### src/rtl/tt_um_delay_meter.sv
// Delay-line meter: launches a level edge on uio_out[0] and counts clk cycles until the
// returning edge on ui_in[1] reaches the expected level. The count is read out bytewise on uo_out.
module tt_um_delay_meter #(
  parameter int unsigned CNT_W       = 16,
  parameter int unsigned SYNC_STAGES = 2
) (
  input  logic       clk,
  input  logic       rst_n,
  input  logic       ena,
  input  logic [7:0] ui_in,
  output logic [7:0] uo_out,
  input  logic [7:0] uio_in,
  output logic [7:0] uio_out,
  output logic [7:0] uio_oe
);

  localparam logic [1:0] StIdle   = 2'd0;
  localparam logic [1:0] StLaunch = 2'd1;
  localparam logic [1:0] StWait   = 2'd2;
  localparam logic [1:0] StDone   = 2'd3;

  localparam logic [CNT_W-1:0] CntOne = {{(CNT_W-1){1'b0}}, 1'b1};
  localparam logic [CNT_W-1:0] CntMax = {CNT_W{1'b1}};

  logic [SYNC_STAGES-1:0] start_sync_q, echo_sync_q;
  logic                   start_s_d_q;
  logic                   start_s, echo_s, start_rise;

  logic [1:0]       state_q, state_d;
  logic             launch_q, launch_d;
  logic             expected_q, expected_d;
  logic             done_q, done_d;
  logic             timeout_q, timeout_d;
  logic             busy_q, busy_d;
  logic [CNT_W-1:0] cnt_q, cnt_d;
  logic [CNT_W-1:0] result_q, result_d;
  logic [15:0]      result_ext;

  logic unused_ok;
  assign unused_ok = ^{ena, uio_in, ui_in[7:4]};

  assign start_s    = start_sync_q[SYNC_STAGES-1];
  assign echo_s     = echo_sync_q[SYNC_STAGES-1];
  assign start_rise = start_s & ~start_s_d_q;

  always_ff @(posedge clk or negedge rst_n) begin
    if (!rst_n) begin
      start_sync_q <= '0;
      echo_sync_q  <= '0;
      start_s_d_q  <= 1'b0;
    end else begin
      start_sync_q <= {start_sync_q[SYNC_STAGES-2:0], ui_in[0]};
      echo_sync_q  <= {echo_sync_q[SYNC_STAGES-2:0], ui_in[1]};
      start_s_d_q  <= start_s;
    end
  end

  always_comb begin
    state_d    = state_q;
    launch_d   = launch_q;
    expected_d = expected_q;
    done_d     = done_q;
    timeout_d  = timeout_q;
    busy_d     = busy_q;
    cnt_d      = cnt_q;
    result_d   = result_q;
    case (state_q)
      StIdle, StDone: begin
        if (start_rise) begin
          state_d   = StLaunch;
          done_d    = 1'b0;
          timeout_d = 1'b0;
        end
      end
      StLaunch: begin
        // Compare by level, so a spurious edge left over from reset cannot skew the result.
        launch_d   = ~launch_q;
        expected_d = ~launch_q ^ ui_in[3];
        cnt_d      = '0;
        busy_d     = 1'b1;
        state_d    = StWait;
      end
      StWait: begin
        if (echo_s == expected_q) begin
          result_d = cnt_q;
          done_d   = 1'b1;
          busy_d   = 1'b0;
          state_d  = StDone;
        end else if (cnt_q == CntMax) begin
          result_d  = CntMax;
          timeout_d = 1'b1;
          done_d    = 1'b1;
          busy_d    = 1'b0;
          state_d   = StDone;
        end else begin
          cnt_d = cnt_q + CntOne;
        end
      end
      default: state_d = StIdle;
    endcase
  end

  always_ff @(posedge clk or negedge rst_n) begin
    if (!rst_n) begin
      state_q    <= StIdle;
      launch_q   <= 1'b0;
      expected_q <= 1'b0;
      done_q     <= 1'b0;
      timeout_q  <= 1'b0;
      busy_q     <= 1'b0;
      cnt_q      <= '0;
      result_q   <= '0;
    end else begin
      state_q    <= state_d;
      launch_q   <= launch_d;
      expected_q <= expected_d;
      done_q     <= done_d;
      timeout_q  <= timeout_d;
      busy_q     <= busy_d;
      cnt_q      <= cnt_d;
      result_q   <= result_d;
    end
  end

  // Zero-extend so the high byte reads 0 for narrow counters.
  assign result_ext = 16'(result_q);

  always_comb begin
    uo_out = ui_in[2] ? result_ext[15:8] : result_ext[7:0];
  end

  assign uio_out = {4'h0, busy_q, timeout_q, done_q, launch_q};
  assign uio_oe  = 8'h0F;

endmodule

### config.mk
export PLATFORM = sky130hd
export DESIGN_NAME = tt_um_delay_meter
export DESIGN_NICKNAME = d
export VERILOG_FILES = /design/src/rtl/tt_um_delay_meter.sv
export SDC_FILE = /design/constraint.sdc
export NUM_CORES = 1
export LEC_CHECK = 0
export ABC_AREA = 1
export CAP_MARGIN = 5
export CORE_ASPECT_RATIO = 0.8
export CORE_MARGIN = 3
export CORE_UTILIZATION = 55
export CTS_BUF_LIST = sky130_fd_sc_hd__clkbuf_4 sky130_fd_sc_hd__clkbuf_8
export DETAILED_ROUTE_END_ITERATION = 10
export PLACE_DENSITY = 0.83
export SYNTH_ARGS = -nofsm -noshare
export SYNTH_HDL_FRONTEND = slang
export SYNTH_SLANG_ARGS = --single-unit
### constraint.sdc
create_clock -name clk -period 1.9 [get_ports clk]
set_input_delay 0.38 -clock clk [delete_from_list [all_inputs] [get_ports clk]]
set_output_delay 0.38 -clock clk [all_outputs]
set_load 0.005 [all_outputs]
* Word-level counts from Yosys, hierarchy flattened
Index checks and enable logic that the tools add are counted.
Storage, ports and cells: bits of input ports 19, RAM bits 0, register bits 44, latch bits 0, memories kept 0, bits in read-only memories 0
Operators by class: reductions and logical operators 11, bitwise logic cells 4, divide/modulo/power cells 0, $lt $le $gt $ge 0, equal/unequal tests 10, multipliers 0, add/sub/neg operators 1, muxes and demuxes 19, shifts and indexed selects 0
Operator list (count):
- 2-to-1 mux 16 bit | 4
- case mux 16 bit (2 select lines) | 1
- adder 16 x 1 -> 16 bit (second input constant) | 1
- == test 16 bit (second input constant) | 1
- 2-to-1 mux 8 bit | 1
- inequality test 2 bit (second input constant) | 4
- 2-to-1 mux 1 bit | 6
- 2-to-1 mux 2 bit | 3
- case mux 1 bit (2 select lines) | 3
- case mux 2 bit (3 select lines) | 1
- AND reduction 2 bit | 3
- AND reduction 3 bit | 2
- nonzero test 2 bit | 3
- == test 2 bit (second input constant) | 2
- AND reduction 4 bit | 1
- inequality test 3 bit (second input constant) | 1
- == test 2 x 1 -> 1 bit (second input constant) | 1
- logical NOT 2 bit | 1
- NOT 1 bit | 2
- OR reduction 2 bit | 1
- AND 1 bit | 1
- == test 1 bit | 1
- XOR 1 bit | 1

* Longest topological paths before layout
word-level depth 4, gate-level depth with buffers 11

* Worst setup path before layout
OpenSTA, ideal clock, no wires.
path type flip-flop to flip-flop, start reg cnt_q[1], end reg cnt_q[9], clock period less this slack 1.489 ns, arrival 1.373 ns, data required time 1.784 ns, cell stages (with the launch flop) 12, path slack 0.411 ns, cells stage by stage dfrtp_1 -> ha_1 -> nand2_2 -> inv_2 -> nand2_4 -> nor2_8 -> nand2_4 -> nand3_4 -> nand2_4 -> buf_6 -> nand2_1 -> nand2_1
Between the ends: longest elaborated chain between the ends 4, elaborated cells between the ends (all ways) 7, those cells by class add/sub: 1; eq/ne: 2; mux: 3; reduce/logical: 1
RTL lines:
- start: declaration | line 35 | logic [CNT_W-1:0] cnt_q, cnt_d;
- start signal: assignment | line 120 | cnt_q <= cnt_d;
- adder 16 x 1 -> 16 bit | line 96 | cnt_d = cnt_q + CntOne;
- 2-to-1 mux 16 bit | line 89 | end else if (cnt_q == CntMax) begin
- 2-to-1 mux 16 bit | line 84 | if (echo_s == expected_q) begin
- case mux 16 bit (2 select lines) | line 67 | case (state_q)
Parallel ways exist; a longest one is shown, timed or not. The select of a mux whose other input is x is not followed. A chain may end at the register's enable or synchronous reset.

* Worst setup path after layout
start in ui_in[2], end out uo_out[6]
Between the ends: longest elaborated chain between the ends 1
RTL lines:
- start: declaration | line 10 | input logic [7:0] ui_in,
- 2-to-1 mux 8 bit | line 129 | uo_out = ui_in[2] ? result_ext[15:8] : result_ext[7:0];
- end: declaration | line 11 | output logic [7:0] uo_out,
Every way passes these cells.

==> metrics.csv <==
stage,metric,value,unit
run_status,status,"complete, no violations",
yosys,Post-Synth Adder-Cell Area,1.52,%
die,full die area,5340,µm²
yosys,post-synthesis cell count,308,
critical_path,Startpoint Class,primary input,
clock_tree,CTS hold repair buffers,0,
grt,global-route usage over all layers,20.6,%
sta,Final Hold Viols,0,
sta,final worst path period share,93.7,%
yosys,commonest cells in the synthesized netlist,"nand2_1 (75), dfrtp_1 (44), nor2_1 (43), inv_1 (34), buf_4 (16)",
clock_tree,clock buffer count from CTS,5,
sta,Tmin final,1780,ps
yosys,ys flop type,dfrtp_1,
sta,final setup fails,0,
sta,RSZ-0062 raised after global routing,no,
grt,total gr overflow,0,
power,Pleak,0.00140,µW
routing,post-DR wirelength/cell,13.0,µm
power,Psw,1390,µW
routing,Total Wirelength,4980,µm
placed_design,port bufs,17,
clock_tree,clock tree from TritonCTS,done,
die,Starting Density,58.1,%
placed_design,post-DP HPWL,3770,µm
yosys,XOR/XNOR Fraction of Synth Area,2.12,%
yosys,largest family of logic cells by synthesized area,simple AND/OR/NAND/NOR gates,
critical_path,Crit Path Max Fanout,16,
power,P per Cell Area,1290,nW/µm²
yosys,Ys Warns,0,
power,Peak VDD IR,0.000607,V
yosys,number of synthesized flops with an enable pin,0,
power,clock power share,20.5,%
critical_path,crit path DAT,1400,ps
critical_path,critical path's top delay family,buffers and inverters,
routing,drt initial violations,215,
sta,Rel. slew slack,63.4,%
yosys,Synth Register Bits,44,
yosys,Synth cell types,31,
hold_path,HP Class,primary input to asynchronous set/reset pin,
die,die width,81.0,µm
sta,Max Freq,0.562,GHz
yosys,share of the synthesized area in the top cell type,44.5,%
final_layout,Finished Core Util,64.2,%
grt,initial antenna violation count,0,
grt,largest net degree at the start of global routing,25,
sta,Final Max Tran Viols,0,
power,sequential share of power,38.6,%
routing,drt first pass iters,4,
yosys,largest cells by area after synthesis,"dfrtp_1 (45%), nand2_1 (11%), nor2_1 (6.5%), inv_1 (5.2%), buf_4 (4.9%)",
die,core area,4260,µm²
yosys,Mapped Area,2470,µm²
critical_path,Crit path buffers/inverters,3,
final_layout,layout cell share with drive strength beyond 1,13.1,%
critical_path,CP Class,primary input to output pin,
critical_path,CP peak stage delay,470,ps
clock_tree,Clock transition at path regs,80,ps
die,Ports,43,
yosys,"count leader, synth",nand2_1,
yosys,complex-gate fraction of the synthesized area,9.31,%
yosys,Post-Synth Simple-Gate Area,29.9,%
yosys,sequential cell area fraction in the yosys report,44.5,%
routing,Vias/cell,5.01,
placed_design,placed insts,376,
final_layout,Syn-to-layout area delta,10.4,%
power,combinational share of power,40.9,%
die,Die Y,66.0,µm
yosys,dominant cell type by area after synthesis,dfrtp_1,
final_layout,Final Instance Count excl. Fillers,384,
critical_path,Critical Path End Type,output pin,
clock_tree,clock latency at the later pin of the worst-skew pair,300,ps
clock_tree,CTS resizes,9,
yosys,Syn Area/Cell,8.03,µm²
sta,worst slew pin tran,549,ps
die,num rows,21,
clock_tree,clock tree sinks,44,
sta,clk_skew,7.49,ps
routing,vias post-DR,1925,
final_layout,Inserted Diodes,0,
critical_path,Critical-path top delay cell,clkdlybuf4s50_1,
routing,DR DRC count,0,
placed_design,GP Congestion,0.910,
yosys,asr flop ratio synth,100,%
clock_tree,CTS HTree Levels,2,
clock_tree,clk buf depth,2,
clock_tree,# Post-CTS Setup Buffers,0,
job,Max-Cap Viols,0,
final_layout,nets,348,
sta,TNS Setup,0,ps
power,Internal,2130,µW
clock_tree,clock root buffer master,clkbuf_8,
critical_path,crit-path cells,clkdlybuf4s50_1 > buf_6 > nand2_1 > o21ai_0 > dlygate4sd2_1,
grt,first-pass GRT wire length,8410,µm
power,switching share of power,39.5,%
grt,vias in the first global route,1819,
critical_path,"Req. time, crit path",1520,ps
yosys,mux share of post-synthesis cell area,0,%
routing,Post-DRT Antenna Nets,0,
final cells by class:
| class | count | area (µm²) |
|---|---|---|
| multi-input combinational | 214 | 1100 |
| timing repair buffer | 21 | 189 |
| inverter | 40 | 154 |
| clock buffer | 6 | 76.3 |
| tap | 57 | 71.3 |
| clock inverter | 2 | 35.0 |
| sequential | 44 | 1100 |
| fill | 370 | 1530 |
cell families after synthesis:
logic type | count (synthesis)
fa+ha+maj | 3
flops | 44
simple gates | 158
buf+inv | 60
xor+xnor | 6
other cells | 2
compound gates | 35
routing by layer:
metal / up-vias / share of wire [%] / GRT usage [%]
li1: 966 / - / -
met1: 899 / 48 / 29.2
met2: 54 / 45 / 31.6
met3: 6 / 5.3 / 4.36
met4: 0 / 0.90 / 6.12
met5: - / 0 / 0
sequential cells by signal (all words and copies together), names as in the netlist:
name / cells
cnt_q: 16
start_s_d_q: 1
result_ext: 16
launch_q: 1
echo_sync_q: 2
busy_q: 1
start_sync_q: 2
expected_q: 1
state_q: 2
timeout_q: 1
done_q: 1
per-stage QoR:
step	total power [µW]	worst slack (ps)	hold slack, ps	area, µm²
2_1_floorplan	2460	411	84.4	2510
3_3_place_gp	2820	-152	333	2630
3_5_place_dp	2880	-180	335	2630
4_1_cts	3550	117	74.7	2730
5_1_grt	3810	37.6	96.3	2730
6_report	3530	120	60.4	2730
final timing paths:
check                      cells past startpoint                startpoint                        end  slack, ps
max                                            5                  ui_in[2]                  uo_out[6]        120
max in group asynchronous                      2                     rst_n  result_ext[1]$_DFFE_PN0P_       1280
min in group clk                               0  echo_sync_q[0]$_DFF_PN0_   echo_sync_q[1]$_DFF_PN0_        350
min                                            1                     rst_n      cnt_q[12]$_DFFE_PN0P_         60
min reg2reg                                    0  echo_sync_q[0]$_DFF_PN0_   echo_sync_q[1]$_DFF_PN0_        350
max reg2reg                                   11      cnt_q[1]$_DFFE_PN0P_  result_ext[9]$_DFFE_PN0P_        150
worst register-to-register path: cells and delay by family (launching register included):
kind	cells	cell delay, ps
fa+ha+maj	1	280
buf+inv	2	230
flops	1	420
simple gates	8	730
power by group through the flow:
stage / Clock [µW] / Sequential, µW / Combinational (µW)
2_1_floorplan: 0 / 1320 / 1140
3_3_place_gp: 0 / 1360 / 1460
3_5_place_dp: 0 / 1370 / 1500
4_1_cts: 733 / 1360 / 1460
5_1_grt: 771 / 1390 / 1650
6_report: 723 / 1360 / 1440
cells in the final DEF, fill, tap and decap left out, types with 2 or more instances in the layout:
cell and count:
dfrtp_1 44, conb_1 12, buf_4 3, nand3_4 2, nor2_1 43, nand4_1 3, clkbuf_8 5, xor2_1 6
o21ai_1 7, nor2_4 2, inv_2 4, nand2_4 4, o21bai_1 2, clkinv_2 2, ha_1 3, a22oi_1 8
nor3_1 4, o21ai_2 7, nand2_2 6, inv_1 34, dlygate4sd2_1 8, nand3_1 15, nand2_1 75, clkdlybuf4s50_1 8
o21ai_0 10
No activity file was read; power rests on OpenSTA's default activity.
